--- config.mk ---
export PLATFORM = sky130hd
export DESIGN_NAME = lsu_stage
export DESIGN_NICKNAME = d
export VERILOG_FILES = /design/src/rtl/lsu_stage.sv
export SDC_FILE = /design/constraint.sdc
export NUM_CORES = 1
export LEC_CHECK = 0
export ABC_AREA = 1
export BUFFER_PORTS_ARGS = -buffer_cell sky130_fd_sc_hd__buf_2
export CAP_MARGIN = 20
export CORE_AREA = 2 2 153 155
export DETAILED_ROUTE_END_ITERATION = 8
export DIE_AREA = 0 0 155 157
export PLACE_DENSITY = 0.69
export SETUP_SLACK_MARGIN = 0.2
export SLEW_MARGIN = 20
export SYNTH_ARGS = -nofsm -noshare
export SYNTH_HDL_FRONTEND = slang
export SYNTH_SLANG_ARGS = --single-unit
--- constraint.sdc ---
create_clock -name clk -period 9.99 [get_ports clk]
set_input_delay 2.997 -clock clk [delete_from_list [all_inputs] [get_ports clk]]
set_output_delay 2.997 -clock clk [all_outputs]
set_load 0.005 [all_outputs]
--- src/rtl/lsu_stage.sv ---
// lsu_stage: single-outstanding load/store unit for a MIPS-style pipeline.
// Big-endian byte lanes, synchronous data RAM with combinational reads,
// address-error detection and a three-state IDLE/ACCESS/DONE handshake.
// Optional LL/SC link-bit support is enabled by defining LSU_LLSC_EN; without
// it LL behaves as LW and SC behaves as SW that always reports success.
module lsu_stage (
    input  logic        clk,
    input  logic        rst,
    input  logic        req_valid,
    output logic        req_ready,
    input  logic [3:0]  op,
    input  logic [31:0] addr,
    input  logic [31:0] wdata,
    input  logic [4:0]  rd,
    input  logic        flush,
    input  logic        llbit_clr,
    output logic        ram_ce,
    output logic        ram_we,
    output logic [31:0] ram_addr,
    output logic [3:0]  ram_sel,
    output logic [31:0] ram_wdata,
    input  logic [31:0] ram_rdata,
    output logic        resp_valid,
    input  logic        resp_ready,
    output logic [31:0] resp_data,
    output logic [4:0]  resp_rd,
    output logic        resp_wen,
    output logic        exc_adel,
    output logic        exc_ades,
    output logic [31:0] badvaddr
);

    localparam logic [3:0] OP_LB  = 4'd0;
    localparam logic [3:0] OP_LBU = 4'd1;
    localparam logic [3:0] OP_LH  = 4'd2;
    localparam logic [3:0] OP_LHU = 4'd3;
    localparam logic [3:0] OP_LW  = 4'd4;
    localparam logic [3:0] OP_SB  = 4'd5;
    localparam logic [3:0] OP_SH  = 4'd6;
    localparam logic [3:0] OP_SW  = 4'd7;
    localparam logic [3:0] OP_LL  = 4'd8;
    localparam logic [3:0] OP_SC  = 4'd9;

    typedef enum logic [1:0] {
        ST_IDLE   = 2'd0,
        ST_ACCESS = 2'd1,
        ST_DONE   = 2'd2
    } state_t;

    // Opcodes 10..15 are illegal and complete silently.
    function automatic logic is_legal(input logic [3:0] o);
        is_legal = (o <= OP_SC);
    endfunction

    // Stores, including SC, raise AdES rather than AdEL.
    function automatic logic is_store_op(input logic [3:0] o);
        case (o)
            OP_SB, OP_SH, OP_SW, OP_SC: is_store_op = 1'b1;
            default:                    is_store_op = 1'b0;
        endcase
    endfunction

    // Everything that writes the register file: loads, LL and SC.
    function automatic logic writes_reg(input logic [3:0] o);
        case (o)
            OP_LB, OP_LBU, OP_LH, OP_LHU, OP_LW, OP_LL, OP_SC: writes_reg = 1'b1;
            default:                                           writes_reg = 1'b0;
        endcase
    endfunction

    // Natural alignment check; byte accesses and illegal ops never fault.
    function automatic logic misaligned(input logic [3:0] o, input logic [1:0] off);
        case (o)
            OP_LH, OP_LHU, OP_SH:       misaligned = off[0];
            OP_LW, OP_SW, OP_LL, OP_SC: misaligned = (off != 2'd0);
            default:                    misaligned = 1'b0;
        endcase
    endfunction

    // Big-endian lane select: offset 0 is the most significant byte.
    function automatic logic [3:0] lane_sel(input logic [3:0] o, input logic [1:0] off);
        case (o)
            OP_LB, OP_LBU, OP_SB:       lane_sel = 4'b1000 >> off;
            OP_LH, OP_LHU, OP_SH:       lane_sel = off[1] ? 4'b0011 : 4'b1100;
            OP_LW, OP_SW, OP_LL, OP_SC: lane_sel = 4'b1111;
            default:                    lane_sel = 4'b0000;
        endcase
    endfunction

    // Store data replicated across all lanes; ram_sel picks the live ones.
    function automatic logic [31:0] store_data(input logic [3:0] o, input logic [31:0] wd);
        case (o)
            OP_SB:        store_data = {4{wd[7:0]}};
            OP_SH:        store_data = {2{wd[15:0]}};
            OP_SW, OP_SC: store_data = wd;
            default:      store_data = 32'h0000_0000;
        endcase
    endfunction

    // Extract and extend the addressed byte/halfword from a big-endian word.
    function automatic logic [31:0] load_data(input logic [3:0] o, input logic [1:0] off,
                                              input logic [31:0] d);
        logic [7:0]  b;
        logic [15:0] h;
        case (off)
            2'd0:    b = d[31:24];
            2'd1:    b = d[23:16];
            2'd2:    b = d[15:8];
            default: b = d[7:0];
        endcase
        h = off[1] ? d[15:0] : d[31:16];
        case (o)
            OP_LB:        load_data = {{24{b[7]}}, b};
            OP_LBU:       load_data = {24'h00_0000, b};
            OP_LH:        load_data = {{16{h[15]}}, h};
            OP_LHU:       load_data = {16'h0000, h};
            OP_LW, OP_LL: load_data = d;
            default:      load_data = 32'h0000_0000;
        endcase
    endfunction

    state_t      state_q, state_d;
    logic [3:0]  op_q;
    logic [31:0] addr_q;
    logic [31:0] wdata_q;
    logic [4:0]  rd_q;
    logic [31:0] resp_data_q, resp_data_d;
    logic [4:0]  resp_rd_q, resp_rd_d;
    logic        resp_wen_q, resp_wen_d;
    logic        exc_adel_q, exc_adel_d;
    logic        exc_ades_q, exc_ades_d;
    logic [31:0] badvaddr_q, badvaddr_d;
    logic        sc_ok_s;
    logic        access_live_s;
    logic        early_done_s;

    // A request that faults or is illegal skips the RAM cycle entirely.
    assign early_done_s  = misaligned(op, addr[1:0]) || !is_legal(op);
    // The RAM cycle is live only in ACCESS and only if not cancelled.
    assign access_live_s = (state_q == ST_ACCESS) && !flush;

`ifdef LSU_LLSC_EN
    logic llbit_q, llbit_d;

    // Link bit state register.
    always_ff @(posedge clk or posedge rst) begin
        if (rst) begin
            llbit_q <= 1'b0;
        end else begin
            llbit_q <= llbit_d;
        end
    end

    // Link bit update: an external clear beats a completing LL.
    always_comb begin
        llbit_d = llbit_q;
        if (llbit_clr) begin
            llbit_d = 1'b0;
        end else if (access_live_s && (op_q == OP_LL)) begin
            llbit_d = 1'b1;
        end else if (access_live_s && (op_q == OP_SC)) begin
            llbit_d = 1'b0;
        end else begin
            llbit_d = llbit_q;
        end
    end

    assign sc_ok_s = llbit_q;
`else
    logic unused_llbit_clr_s;

    // Without link tracking every SC succeeds and the clear input is ignored.
    assign sc_ok_s            = 1'b1;
    assign unused_llbit_clr_s = llbit_clr;
`endif

    // FSM state register.
    always_ff @(posedge clk or posedge rst) begin
        if (rst) begin
            state_q <= ST_IDLE;
        end else begin
            state_q <= state_d;
        end
    end

    // FSM next state: flush always wins and drops any pending response.
    always_comb begin
        state_d = state_q;
        case (state_q)
            ST_IDLE: begin
                if (flush) begin
                    state_d = ST_IDLE;
                end else if (req_valid) begin
                    state_d = early_done_s ? ST_DONE : ST_ACCESS;
                end else begin
                    state_d = ST_IDLE;
                end
            end
            ST_ACCESS: begin
                if (flush) begin
                    state_d = ST_IDLE;
                end else begin
                    state_d = ST_DONE;
                end
            end
            ST_DONE: begin
                if (flush || resp_ready) begin
                    state_d = ST_IDLE;
                end else begin
                    state_d = ST_DONE;
                end
            end
            default: state_d = ST_IDLE;
        endcase
    end

    // Capture the request on acceptance so inputs may change afterwards.
    always_ff @(posedge clk or posedge rst) begin
        if (rst) begin
            op_q    <= 4'd0;
            addr_q  <= 32'h0000_0000;
            wdata_q <= 32'h0000_0000;
            rd_q    <= 5'd0;
        end else if ((state_q == ST_IDLE) && req_valid && !flush) begin
            op_q    <= op;
            addr_q  <= addr;
            wdata_q <= wdata;
            rd_q    <= rd;
        end
    end

    // Response next state: built on entry to DONE, held in DONE, cleared in IDLE.
    always_comb begin
        resp_data_d = resp_data_q;
        resp_rd_d   = resp_rd_q;
        resp_wen_d  = resp_wen_q;
        exc_adel_d  = exc_adel_q;
        exc_ades_d  = exc_ades_q;
        badvaddr_d  = badvaddr_q;
        if (state_d == ST_IDLE) begin
            resp_data_d = 32'h0000_0000;
            resp_rd_d   = 5'd0;
            resp_wen_d  = 1'b0;
            exc_adel_d  = 1'b0;
            exc_ades_d  = 1'b0;
            badvaddr_d  = 32'h0000_0000;
        end else if ((state_q == ST_IDLE) && (state_d == ST_DONE)) begin
            resp_data_d = 32'h0000_0000;
            resp_rd_d   = rd;
            resp_wen_d  = 1'b0;
            exc_adel_d  = misaligned(op, addr[1:0]) && !is_store_op(op);
            exc_ades_d  = misaligned(op, addr[1:0]) && is_store_op(op);
            badvaddr_d  = misaligned(op, addr[1:0]) ? addr : 32'h0000_0000;
        end else if ((state_q == ST_ACCESS) && (state_d == ST_DONE)) begin
            resp_rd_d   = rd_q;
            resp_wen_d  = writes_reg(op_q);
            exc_adel_d  = 1'b0;
            exc_ades_d  = 1'b0;
            badvaddr_d  = 32'h0000_0000;
            if (op_q == OP_SC) begin
                resp_data_d = {31'h0000_0000, sc_ok_s};
            end else begin
                resp_data_d = load_data(op_q, addr_q[1:0], ram_rdata);
            end
        end else begin
            resp_data_d = resp_data_q;
        end
    end

    // Response registers.
    always_ff @(posedge clk or posedge rst) begin
        if (rst) begin
            resp_data_q <= 32'h0000_0000;
            resp_rd_q   <= 5'd0;
            resp_wen_q  <= 1'b0;
            exc_adel_q  <= 1'b0;
            exc_ades_q  <= 1'b0;
            badvaddr_q  <= 32'h0000_0000;
        end else begin
            resp_data_q <= resp_data_d;
            resp_rd_q   <= resp_rd_d;
            resp_wen_q  <= resp_wen_d;
            exc_adel_q  <= exc_adel_d;
            exc_ades_q  <= exc_ades_d;
            badvaddr_q  <= badvaddr_d;
        end
    end

    // RAM drive: decoded from the state register so reset kills a write at once.
    always_comb begin
        ram_ce    = 1'b0;
        ram_we    = 1'b0;
        ram_addr  = 32'h0000_0000;
        ram_sel   = 4'b0000;
        ram_wdata = 32'h0000_0000;
        if (access_live_s) begin
            ram_ce    = 1'b1;
            ram_we    = is_store_op(op_q) && ((op_q != OP_SC) || sc_ok_s);
            ram_addr  = addr_q;
            ram_sel   = lane_sel(op_q, addr_q[1:0]);
            ram_wdata = store_data(op_q, wdata_q);
        end else begin
            ram_ce    = 1'b0;
        end
    end

    assign req_ready  = (state_q == ST_IDLE);
    assign resp_valid = (state_q == ST_DONE);
    assign resp_data  = resp_data_q;
    assign resp_rd    = resp_rd_q;
    assign resp_wen   = resp_wen_q;
    assign exc_adel   = exc_adel_q;
    assign exc_ades   = exc_ades_q;
    assign badvaddr   = badvaddr_q;

endmodule

==> results of run 1 <==
-- through the flow --
stage	std cells	power (mW)
finish	1557	1.75
global route	1554	1.87
CTS	1554	1.77
detailed placement	1522	1.12
global placement	1522	1.11
floorplan	1031	0.997
-- state kept, by name (all words and copies together), names as in the netlist --
| signal | count |
|---|---|
| op_q | 4 |
| badvaddr | 32 |
| wdata_q | 32 |
| resp_data | 32 |
| resp_rd | 5 |
| rd_q | 5 |
| addr_q | 32 |
| state_q | 2 |
| exc_ades | 1 |
| resp_wen | 1 |
| exc_adel | 1 |
-- cell usage after synthesis (2+ instances only) --
cell / number
a21oi_1: 45
a21oi_2: 2
buf_2: 22
buf_4: 5
buf_6: 8
clkbuf_1: 18
dfrtp_1: 147
inv_1: 76
inv_2: 13
nand2_1: 413
nand2_2: 3
nand3_1: 69
nand3_2: 21
nand3_4: 2
nor2_1: 104
nor2_2: 3
o211ai_1: 11
o21ai_0: 56
o31ai_1: 3
-- routing by layer --
layer,share of wire,up-vias,GRT usage
li1,-,3686,-
met1,0.44,3494,0.257
met2,0.47,285,0.321
met3,0.081,31,0.0631
met4,0.014,4,0.0489
met5,0.0011,-,0
-- worst reg2reg max path: cells and delay by family, from the launching register on --
| family | cells | cell delay (ns) |
|---|---|---|
| buffers and inverters | 3 | 1.57 |
| flip-flops | 1 | 0.40 |
| AND/OR/NAND/NOR | 5 | 1.17 |
-- worst paths after layout --
path	startpoint	endpoint	slack, ns	cells after the start
max	flush	ram_wdata[8]	2.74	6
min reg2reg	exc_adel	exc_adel	0.47	2
max reg2reg	state_q[1]	badvaddr[16]	6.80	8
min in group asynchronous	rst	badvaddr[8]	2.75	2
min	exc_adel	exc_adel	0.47	2
max in group asynchronous	rst	wdata_q[15]	5.92	3
-- final cells by class --
type / count / area (µm²) / area share
Antenna cell: 3 / 7.51 / 0.000782
Inverter: 89 / 339 / 0.0353
Tap cell: 285 / 357 / 0.0371
Timing Repair Buffer: 259 / 1310 / 0.137
Multi-Input combinational cell: 742 / 3310 / 0.345
Clock inverter: 14 / 158 / 0.0164
Sequential cell: 147 / 3680 / 0.383
Clock buffer: 18 / 439 / 0.0457
-- report_power, final --
| part | leakage [nW] | switching, mW | internal, mW | total [mW] |
|---|---|---|---|---|
| clock | 0.291 | 0.285 | 0.363 | 0.648 |
| sequential | 1.93 | 0.0463 | 0.673 | 0.719 |
| combinational | 3.34 | 0.263 | 0.125 | 0.388 |
-- logic make-up (layout without fill, tap and decap cells) --
| logic type | after synthesis | count (layout) | share of synthesized area |
|---|---|---|---|
| flip-flops | 147 | 147 | 0.482 |
| AND/OR/NAND/NOR | 619 | 619 | 0.341 |
| AO/OA/AOI/OAI | 122 | 122 | 0.0894 |
| multiplexers | 1 | 1 | 0.00295 |
| other | 0 | 3 | 0 |
| buffers and inverters | 142 | 380 | 0.0838 |
==> metrics.md, run 1 <==
| Metric | Value |
|---|---|
| Hold Crit Class | register to register |
| CP Max Fanout | 43 |
| Row cnt | 55 |
| Cell count after synthesis | 1031 |
| Placed Area | 9000 µm² |
| RSZ-0062 raised after global routing | no |
| Hpwl dp | 16.6 mm |
| Number of synthesized register bits | 147 |
| Largest net degree at the start of global routing | 113 |
| Slew HR | 0.274 |
| Final Critical Period | 7.25 ns |
| Buffers added on ports | 253 |
| Post-Route Utilization | 0.427 |
| Final setup margin | 2.74 ns |
| Worst-Skew Late Latency | 0.42 ns |
| Routed WL | 23.7 mm |
| Core footprint | 22500 µm² |
| CP delay by family, top | buffers and inverters |
| Final setup TNS | 0 ns |
| First-pass GRT wire length | 38.0 mm |
| Synthesized cell area | 7630 µm² |
| Worst Path Required | 6.99 ns |
| Full die area | 24300 µm² |
| Sequential area share after synthesis | 0.482 |
| Fmax | 0.138 GHz |
| EDFF count, synth | 0 |
| Startpoint type of the worst setup path | input pin |
| Leakage Power | 5.56 nW |
| Cell mode on critical path | buf_2 |
| H-tree depth | 4 |
| Area contributors post-synth | dfrtp_1 48%, nand2_1 20%, nor2_1 5.1%, nand3_1 4.5%, inv_1 3.7% |
| CTS sink count | 147 |
| Pre-CTS WS | 2.75 ns |
| Area leader, netlist | dfrtp_1 |
| Die Ht | 157 µm |
| Total CTS buffers | 17 |
| Endpoint type of the worst setup path | output port |
| Routed Antenna Nets | 0 |
| Critical path cell sequence | buf_2 -> inv_2 -> nand3_2 -> buf_4 -> nor2_1 -> buf_2 |
| Crit Path Class | input pin to output port |
| Finished Cell Area | 9600 µm² |
| GPL Wtd Cong | 0.890 |
| Vias in the first global route | 7259 |
| Area added between synthesis and finish | 25.9% |
| Layout cells sized above 1 | 0.270 |
| Root Buffer | clkbuf_16 |
| Net count after synthesis | 1142 |
| Status | completed |
| CTS tree | built |
| Grt ovf | 0 |
| DR WL/cell | 15.2 µm |
| Via count | 7500 |
| Power per cell area | 183 nW/µm² |
| # setup viols final | 0 |
| Post-CTS Resized | 0 |
| Maxcap violations | 0 |
| WP buf/inv | 4 |
| CP Data Arrival Time | 4.25 ns |
| Initial core utilization | 0.339 |
| Synthesized area per cell | 7.40 µm² |
| Hold Slack | 0.473 ns |
| Yosys cell types | 29 |
| Max-slew violations | 0 |
| CTS clk-pin slew, worst paths | 0.06 ns |
| GRT Total Usage | 0.198 |
| Max stage delay on crit path | 0.42 ns |
| DR pass1 iterations | 5 |
| FFs w/ async S/R, synth | 1.00 |
| Post-CTS Setup Inserts | 0 |
| Synth top area share | 0.482 |
| Most frequent cells in the layout | 413 x nand2_1, 253 x buf_2, 147 x dfrtp_1 |
| Top Ports | 255 |
| Fin Clk Skew | 0.0113 ns |
| Initial DRC Count | 497 |
| Hold_buf cts | 0 |
| Slowest stage cell, crit path | buf_4 |
| Tcrit/Tclk final | 0.726 |
| Filler instances | 2347 |
| DRC viols | 0 |
| Final hold violations | 0 |
| Initial antenna violation count | 4 |
| Max Root-Sink Buffers | 2 |
| Peak VDD IR | 0.101 mV |
| Die width | 155 µm |
| Most common cell after layout, fill and taps aside | nand2_1 |
| Actual slew at the worst max-slew pin | 1.09 ns |
| Via density | 4.82 |
| Ys Warns | 0 |
| Final net count | 1367 |
| Ys flop type | dfrtp_1 |
Power figures use the tool's default switching activity.
==> inputs of run 2 (changes only) <==
PLACE_DENSITY = 0.71   (was 0.69)
clock period = 6.3 ns   (was 9.99 ns; I/O delays follow)
==> run 2 against run 1 <==
Power grew 62%; clock-buffer cell count is the same; wire length is essentially flat; highest routed layer unchanged; die area is the same; sequential power grew 59%; critical path type unchanged.
==> metrics.md, run 2 (synthesis gave the netlist of run 1 again) <==
| Metric | Value |
|---|---|
| Final net count | 1369 |
| Fin Clk Skew | 0.0142 ns |
| Area added between synthesis and finish | 26.5% |
| Routed Antenna Nets | 0 |
| CTS sink count | 147 |
| Tcrit/Tclk final | 0.803 |
| GRT busiest layer | met2 |
| Max-slew violations | 0 |
| DR pass1 iterations | 5 |
| Initial DRC Count | 485 |
| Layout cells sized above 1 | 0.271 |
| Slowest stage cell, crit path | buf_4 |
| Post-Route Utilization | 0.429 |
| # setup viols final | 0 |
| Most frequent cells in the layout | 413 x nand2_1, 253 x buf_2, 147 x dfrtp_1 |
| Pre-CTS WS | 1.24 ns |
| Final Critical Period | 5.06 ns |
| Largest net degree at the start of global routing | 112 |
| Actual slew at the worst max-slew pin | 1.01 ns |
| Hold_buf cts | 0 |
| Vias in the first global route | 7225 |
| GR Util met3 | 0.0617 |
| Leakage Power | 5.59 nW |
| CP Max Fanout | 48 |
| GPL Wtd Cong | 0.884 |
| Placed Area | 9010 µm² |
| Total CTS buffers | 17 |
| Post-CTS Setup Inserts | 0 |
| Full die area | 24300 µm² |
| Initial core utilization | 0.339 |
| Fmax | 0.198 GHz |
| Initial antenna violation count | 3 |
| Buffers added on ports | 253 |
| Final setup TNS | 0 ns |
| Hpwl dp | 16.7 mm |
| Hold Crit Class | register to register |
| CP Data Arrival Time | 3.17 ns |
| Critical path cell sequence | buf_2 -> inv_2 -> nand3_2 -> buf_4 -> nor2_1 -> buf_2 |
| Die width | 155 µm |
| Cell mode on critical path | buf_2 |
| Die Ht | 157 µm |
| DRC viols | 0 |
| Hold Slack | 0.465 ns |
| Row cnt | 55 |
| Max stage delay on crit path | 0.41 ns |
| Maxcap violations | 0 |
| H-tree depth | 4 |
| Finished Layout Cells | 1559 |
| Finished Cell Area | 9650 µm² |
| WP buf/inv | 4 |
| Peak VDD IR | 0.204 mV |
| Met2 Usage GRT | 0.325 |
| GRT Total Usage | 0.195 |
| Slew HR | 0.328 |
| Routed WL | 23.7 mm |
| DR WL/cell | 15.2 µm |
| Post-Place Cells | 1524 |
| Status | completed |
| RSZ-0062 raised after global routing | no |
| Worst-Skew Late Latency | 0.42 ns |
| Max Root-Sink Buffers | 2 |
| Final hold violations | 0 |
| Pwr Total | 2.84 mW |
| Root Buffer | clkbuf_16 |
| CP delay by family, top | buffers and inverters |
| Via count | 7544 |
| Startpoint type of the worst setup path | input pin |
| Worst Path Required | 4.41 ns |
| Top Ports | 255 |
| Crit Path Class | input pin to output port |
| Most common cell after layout, fill and taps aside | nand2_1 |
| CTS tree | built |
| Via density | 4.84 |
| First-pass GRT wire length | 37.3 mm |
| GR met1 Demand/Resource | 0.245 |
| Core footprint | 22500 µm² |
| Power per cell area | 295 nW/µm² |
| Post-CTS Resized | 0 |
| Grt ovf | 0 |
| CTS clk-pin slew, worst paths | 0.06 ns |
| Final setup margin | 1.24 ns |
| Endpoint type of the worst setup path | output port |
## run 2: cell type report
cell class	count	area, µm²
Fill cell	2280	12900
Sequential cell	147	3680
Multi-Input combinational cell	742	3310
Timing Repair Buffer	261	1330
Clock buffer	18	439
Tap cell	285	357
Inverter	89	340
Clock inverter	14	186
Antenna cell	3	7.51
## run 2: worst paths after layout
| kind | startpoint | to | slack [ns] | depth (start not counted) |
|---|---|---|---|---|
| max in group asynchronous | rst | op_q[1] | 3.70 | 3 |
| worst max-delay path | flush | ram_wdata[15] | 1.24 | 6 |
| min in group asynchronous | rst | badvaddr[2] | 1.61 | 2 |
| worst min register to register | exc_adel | exc_adel | 0.47 | 2 |
| worst max register to register | state_q[0] | resp_rd[4] | 3.48 | 7 |
| worst min-delay path | exc_adel | exc_adel | 0.47 | 2 |
## run 2: where the power goes
part	total (mW)	switching [mW]	internal, mW
Sequential	1.14	0.0735	1.07
Combinational	0.619	0.420	0.200
Clock	1.08	0.465	0.619
Total	2.84	0.958	1.89
## run 2: worst reg2reg max path, stage by stage, from the launching register on
cell,delay [ns]
dfrtp_1,0.41
nor2_2,0.20
nand3_4,0.45
clkinv_2,0.25
buf_4,0.79
o2bb2ai_1,0.39
nand2_1,0.19
nand2_1,0.10
## run 2: routing by layer
layer,vias up,part of all wire
met2,301,0.47
met4,4,0.014
li1,3676,-
met3,33,0.084
met5,-,0.0011
met1,3530,0.43
